`config.mk`:
```
export PLATFORM = sky130hd
export DESIGN_NAME = dadda_acc_stage
export DESIGN_NICKNAME = d
export VERILOG_FILES = /design/src/rtl/dadda_acc_stage.sv
export SDC_FILE = /design/constraint.sdc
export NUM_CORES = 1
export LEC_CHECK = 0
export BUFFER_PORTS_ARGS = -buffer_cell sky130_fd_sc_hd__buf_2
export CAP_MARGIN = 20
export CORE_MARGIN = 1.5
export CORE_UTILIZATION = 45
export DETAILED_ROUTE_END_ITERATION = 8
export PLACE_DENSITY = 0.68
export SYNTH_ARGS = -nofsm -noshare
export SYNTH_HDL_FRONTEND = slang
export SYNTH_SLANG_ARGS = --single-unit
```
`constraint.sdc`:
```
create_clock -name clk -period 3.65 [get_ports clk]
set_clock_uncertainty 0.15 [all_clocks]
set_input_delay 0.5475 -clock clk [delete_from_list [all_inputs] [get_ports clk]]
set_output_delay 0.5475 -clock clk [all_outputs]
set_load 0.02 [all_outputs]
```
`src/rtl/dadda_acc_stage.sv`:
```
// Frame accumulator behind the 32x32 Dadda multiplier: sums a frame of 64-bit
// products and holds the result on a valid/ready handshake until drained.
module dadda_acc_stage #(
    parameter int ACC_W = 72,
    parameter int CNT_W = 16
) (
    input  logic             clk,
    input  logic             rst,
    input  logic [63:0]      in_prod,
    input  logic             in_valid,
    input  logic             in_last,
    output logic             in_ready,
    output logic [ACC_W-1:0] out_acc,
    output logic [CNT_W-1:0] out_count,
    output logic             out_ovf,
    output logic             out_valid,
    input  logic             out_ready
);

    typedef enum logic [1:0] {
        S_IDLE  = 2'd0,
        S_ACCUM = 2'd1,
        S_HOLD  = 2'd2
    } state_t;

    state_t             state_q, state_d;
    logic [ACC_W-1:0]   acc_q, acc_d;
    logic [CNT_W-1:0]   cnt_q, cnt_d;
    logic               ovf_q, ovf_d;

    logic               accept;
    logic [ACC_W-1:0]   prod_ext;
    logic [ACC_W:0]     sum;
    logic [CNT_W:0]     cnt_inc;

    // Returns {clamped, value}: clamped is set when the counter is already at max.
    function automatic logic [CNT_W:0] sat_inc(input logic [CNT_W-1:0] c);
        if (&c)
            return {1'b1, c};
        else
            return {1'b0, c + CNT_W'(1)};
    endfunction

    assign accept   = in_valid & in_ready;
    assign prod_ext = ACC_W'(in_prod);
    assign sum      = {1'b0, acc_q} + {1'b0, prod_ext};
    assign cnt_inc  = sat_inc(cnt_q);

    always_ff @(posedge clk) begin
        if (rst) begin
            state_q <= S_IDLE;
            acc_q   <= '0;
            cnt_q   <= '0;
            ovf_q   <= 1'b0;
        end else begin
            state_q <= state_d;
            acc_q   <= acc_d;
            cnt_q   <= cnt_d;
            ovf_q   <= ovf_d;
        end
    end

    always_comb begin
        state_d = state_q;
        case (state_q)
            S_IDLE, S_ACCUM: begin
                if (accept)
                    state_d = in_last ? S_HOLD : S_ACCUM;
            end
            S_HOLD: begin
                // A beat arriving with the drain opens the next frame without a bubble.
                if (out_ready) begin
                    if (in_valid)
                        state_d = in_last ? S_HOLD : S_ACCUM;
                    else
                        state_d = S_IDLE;
                end
            end
            default: state_d = S_IDLE;
        endcase
    end

    always_comb begin
        acc_d = acc_q;
        cnt_d = cnt_q;
        ovf_d = ovf_q;
        if (accept) begin
            if (state_q != S_ACCUM) begin
                acc_d = prod_ext;
                cnt_d = CNT_W'(1);
                ovf_d = 1'b0;
            end else begin
                acc_d = sum[ACC_W-1:0];
                cnt_d = cnt_inc[CNT_W-1:0];
                ovf_d = ovf_q | sum[ACC_W] | cnt_inc[CNT_W];
            end
        end
    end

    always_comb begin
        in_ready  = (state_q != S_HOLD) | out_ready;
        out_valid = (state_q == S_HOLD);
        out_acc   = acc_q;
        out_count = cnt_q;
        out_ovf   = ovf_q;
    end

endmodule

```
# Word level (Yosys, flattened, before mapping)
# Index checks and enable logic that the tools add are counted.
[classes] add_sub_neg=2 mul=0 div_mod_pow=0 n_lt_le_gt_ge=0 n_eq_ne=7 n_shift=0 n_mux=9 bitwise_logic=4 reduce_logical=5
[ops] op="$add 72x64->73" n=1
[ops] op="$mux 72" n=1
[ops] op="$mux 17" n=1
[ops] op="$add 16x1->16 const B" n=1
[ops] op="$mux 16" n=1
[ops] op="$reduce_and 16->1" n=1
[ops] op="$mux 2" n=4
[ops] op="$ne 2x1->1 const B" n=3
[ops] op="$ne 2x2->1 const B" n=2
[ops] op="$pmux 2 s2" n=1
[ops] op="$reduce_and 2->1" n=2
[ops] op="$or 1x1->1" n=3
[ops] op="$eq 2x1->1 const B" n=1
[ops] op="$eq 2x2->1 const B" n=1
[ops] op="$logic_not 2->1" n=1
[ops] op="$reduce_or 2->1" n=1
[ops] op="$and 1x1->1" n=1
[ops] op="$mux 1" n=1
[totals] register_bits=91 latch_bits=0 mem_bits_rw=0 rom_bits=0 output_inout_bits=91 word_cells=31 memories=0

# Depth between registers and ports, before layout
[depth] ltp_word=5 mapped_depth=13 mapped_depth_nobuf=13

# Worst setup path before layout
# No wires, ideal clock.
[synth_timing] kind="input port to flip-flop" startpoint="in in_prod[0]" endpoint="reg ovf_q, in the netlist out_ovf" arrival_time_ns=3.107 path_slack_ns=0.323 cell_stages=13 n_path_buf=0 path_cell_list="ha_1 inv_1 fa_1 nand2b_1 a21oi_1 o21ai_0 a21oi_1 o21ai_2 a2111oi_4 or2_1 a21oi_2 or4b_1 a21oi_1"
[synth_between] elab_chain_cells=4
[synth_lines] element="from (decl)" line="9" text="input logic [63:0] in_prod,"
[synth_lines] element="$add 72x64->73" line="46" text="assign sum = {1'b0, acc_q} + {1'b0, prod_ext};"
[synth_lines] element="$or 1x1->1 (2 in series)" line="95" text="ovf_d = ovf_q | sum[ACC_W] | cnt_inc[CNT_W];"
[synth_lines] element="$mux 1" line="88" text="if (state_q != S_ACCUM) begin"
[synth_lines] element="to (signal assigned)" line="59" text="ovf_q <= ovf_d;"
[synth_lines] element="to (decl)" line="29" text="logic ovf_q, ovf_d;"
# No other way between the ends.
# A chain may end at the register's enable or synchronous reset.

# Worst setup path after layout
[layout_timing] startpoint="reg acc_q[0], in the netlist out_acc[0]" endpoint="reg ovf_q, in the netlist out_ovf"
[layout_between] elab_chain_cells=4
[layout_lines] element="from (decl)" line="27" text="logic [ACC_W-1:0] acc_q, acc_d;"
[layout_lines] element="from (signal assigned)" line="52" text="acc_q <= '0;"
[layout_lines] element="from (signal assigned)" line="57" text="acc_q <= acc_d;"
[layout_lines] element="$add 72x64->73" line="46"
[layout_lines] element="$or 1x1->1 (2 in series)" line="95"
[layout_lines] element="$mux 1" line="88"
# No other way between the ends.

==> out/results.ini <==
[synthesis]
synth_flop_cell=dfxtp_1
ys_ff_latch=91
syn_inst=1069
syn_avg_cell_area_sq_um=7.30
synth_edf_count=0
ys_warn_count=0
synth_cell_types=73
syn_area_sq_um=7810
yosysSeqAreaShare=0.233
async_flop_share=0
synth_nets=1204

[cells_and_area]
nNetsFinal=1341
num_antenna_cells=0
syn_to_final_growth_pct=17.5
postLayoutCoreUtil=0.547
drive_gt1_frac=0.190
fin_cells=1431
n_fill_cell=1643
fin_area_sq_um=9180

[setup_path]
startpoint_type=flop
end_kind=flop
arrival_ns=3.53
timing.rr.start=out_acc[0]
r2r_slack_ns=0.26
criticalPathCategory=flop to flop
critPathMaxFanout=3
worstReg2RegEnd=out_ovf
r2r_cells=13
crit_required_ns=3.79

[clock_tree]
cts-root-buf=clkbuf_16
insertion_delay_ns=0.36
clk_pin_slew_ns=0.07
clk_path_buf_depth=2
htreeDepth=3
cts_setup_buffers=0
cts_buffers=9
cts_tree=yes
cts_num_sinks=91
hold_buffers=0

[routing]
drt_wl_total_mm=24.3
first_pass_iters=5
num_vias=8594
wl_per_cell_um=17.0
drcViolationCount=0
viasPerCell=6.01
ant_nets=0
dr.first_iter.drc_count=569

[pwr]
ir_worst_vdd_mv=0.229
power_density_nw_per_um2=365
p_leak_nw=4.23

[placed_design]
dp_hpwl_mm=18.1
gp_congestion=0.941
port_buffers=159
pre_cts_slack_ns=-0.0196
placed_area_sq_um=8880
place_inst=1415

[die]
io_pins=160
dieHeight_um=135
dieArea_sq_um=18100
fp.dieW_um=135
initial_core_util=0.466
core_region_area_sq_um=16800
row_count=47

[sta]
hold_viol=0
period_minus_slack_ns=3.39
timing.final.ws_setup_ns=0.263
timing.slew.headroom=0.465
holdWs_ns=0.318
final_max_slew_viol_count=0
min_period_over_period=0.928
rsz0062_at_grt=false
max_freq_ghz=0.295
worst_slew_pin_slew_ns=0.803
finalSetupViolCount=0

[grt]
antenna_found_initial=0
grt_pass1_vias=7956
grt_pass1_wl_mm=39.6
grt_max_degree=70
track_usage=0.268
grt-ovfl-total=0

[worst_hold_path]
whs_endpoint=out_acc[45]
hp-start=in_prod[45]
hold_path_class=primary input to flop
hold_path_depth=3

[flow_run]
cap_violations=0

[outcome]
status=completed

-- worst max path at each step --
stage / cells past startpoint / to / slack (ns) / start
2_1_floorplan: 13 / out_ovf / 0.32 / in_prod[0]
3_3_place_gp: 14 / out_ovf / 0.03 / in_prod[0]
3_5_place_dp: 14 / out_ovf / -0.02 / in_prod[0]
4_1_cts: 13 / out_ovf / 0.23 / out_acc[0]
5_1_grt: 13 / out_ovf / 0.008 / out_acc[0]
6_report: 13 / out_ovf / 0.26 / out_acc[0]
-- through the flow --
step           total power, mW  TNS [ns]
6_report                  3.35         0
5_1_grt                   3.54         0
4_1_cts                   3.36         0
3_5_place_dp              2.38   -0.0390
3_3_place_gp              2.38         0
2_1_floorplan             2.02         0
-- state kept, by name, summed over array words and instances, names as in the netlist --
| name | flops |
|---|---|
| out_acc | 72 |
| out_count | 16 |
| out_ovf | 1 |
| state_q | 2 |
-- cells by family (layout without fill, tap and decap cells) --
group                      Yosys count  count (layout)  synth area share
adders and majority gates           66              66             0.107
AOI/OAI and AO/OA                  353             353             0.291
xor gates and xnor gates            70              70            0.0785
DFF                                 91              91             0.233
and+or+nand+nor                    398             398             0.244
buffers and inverters               91             233            0.0466
-- critical path: stages (launching register included) --
cell       delay (ns)
dfxtp_1          0.36
ha_1             0.18
inv_1            0.06
fa_1             0.39
nand2b_1         0.17
a21oi_1          0.16
o21ai_0          0.15
a21oi_1          0.24
o21ai_2          0.11
a2111oi_4        0.42
or2_1            0.19
a21oi_2          0.07
or4b_1           0.52
a21oi_1          0.14
-- power by group --
group / internal (mW) / total (mW) / switching (mW) / leakage, nW
registers: 1.06 / 1.11 / 0.0576 / 0.746
clock network: 0.496 / 0.970 / 0.473 / 0.140
logic: 0.497 / 1.27 / 0.773 / 3.34
total: 2.05 / 3.35 / 1.30 / 4.23
-- cells in the mapped netlist (10+ instances only) --
library cell / number / area [sq um]
xnor2_1: 41 / 359
inv_1: 22 / 82.6
o21ai_0: 57 / 285
o22ai_1: 10 / 62.6
nand2b_1: 11 / 68.8
nand2_1: 144 / 541
a31oi_1: 43 / 269
a21oi_1: 106 / 531
nor2_1: 68 / 255
nor3_1: 19 / 95.1
a21o_1: 43 / 323
dfxtp_1: 91 / 1820
o21bai_1: 13 / 97.6
and3_1: 20 / 125
clkbuf_1: 53 / 199
nand3_1: 59 / 295
ha_1: 65 / 813
nand4_1: 29 / 181
xor2_1: 29 / 254
-- cell type report --
| cell class | count | area (sq um) | share of cell area |
|---|---|---|---|
| multi-input combinational | 887 | 5640 | 0.614 |
| tap | 220 | 275 | 0.0300 |
| clock buffer | 10 | 239 | 0.0260 |
| clock inverter | 6 | 55.1 | 0.00600 |
| sequential | 91 | 1820 | 0.199 |
| timing repair buffer | 195 | 1070 | 0.116 |
| inverter | 22 | 82.6 | 0.00900 |
-- cell usage in the layout (no fill, tap or decap), drive strengths merged, types with 26 or more instances in the layout --
master	n
nor2	68
nand3	59
nand4	30
xnor2	41
xor2	29
nand2	145
inv	26
dfxtp	91
ha	65
a21o	43
o21ai	62
buf	195
a21oi	108
a31oi	44
-- layer usage --
layer	vias to the layer above	track usage	wire length [um]
met5	-	0	0
met4	0	0.109	755
met3	54	0.0308	1650
met2	342	0.434	10700
met1	4002	0.364	11200
li1	4196	-	-
-- what timing repair did --
item                       4_1_cts  5_1_grt
hold endpoints to repair         0        0
setup endpoints to repair        0        1
gates resized for setup          0        1
(Power assumes the default switching activity.)
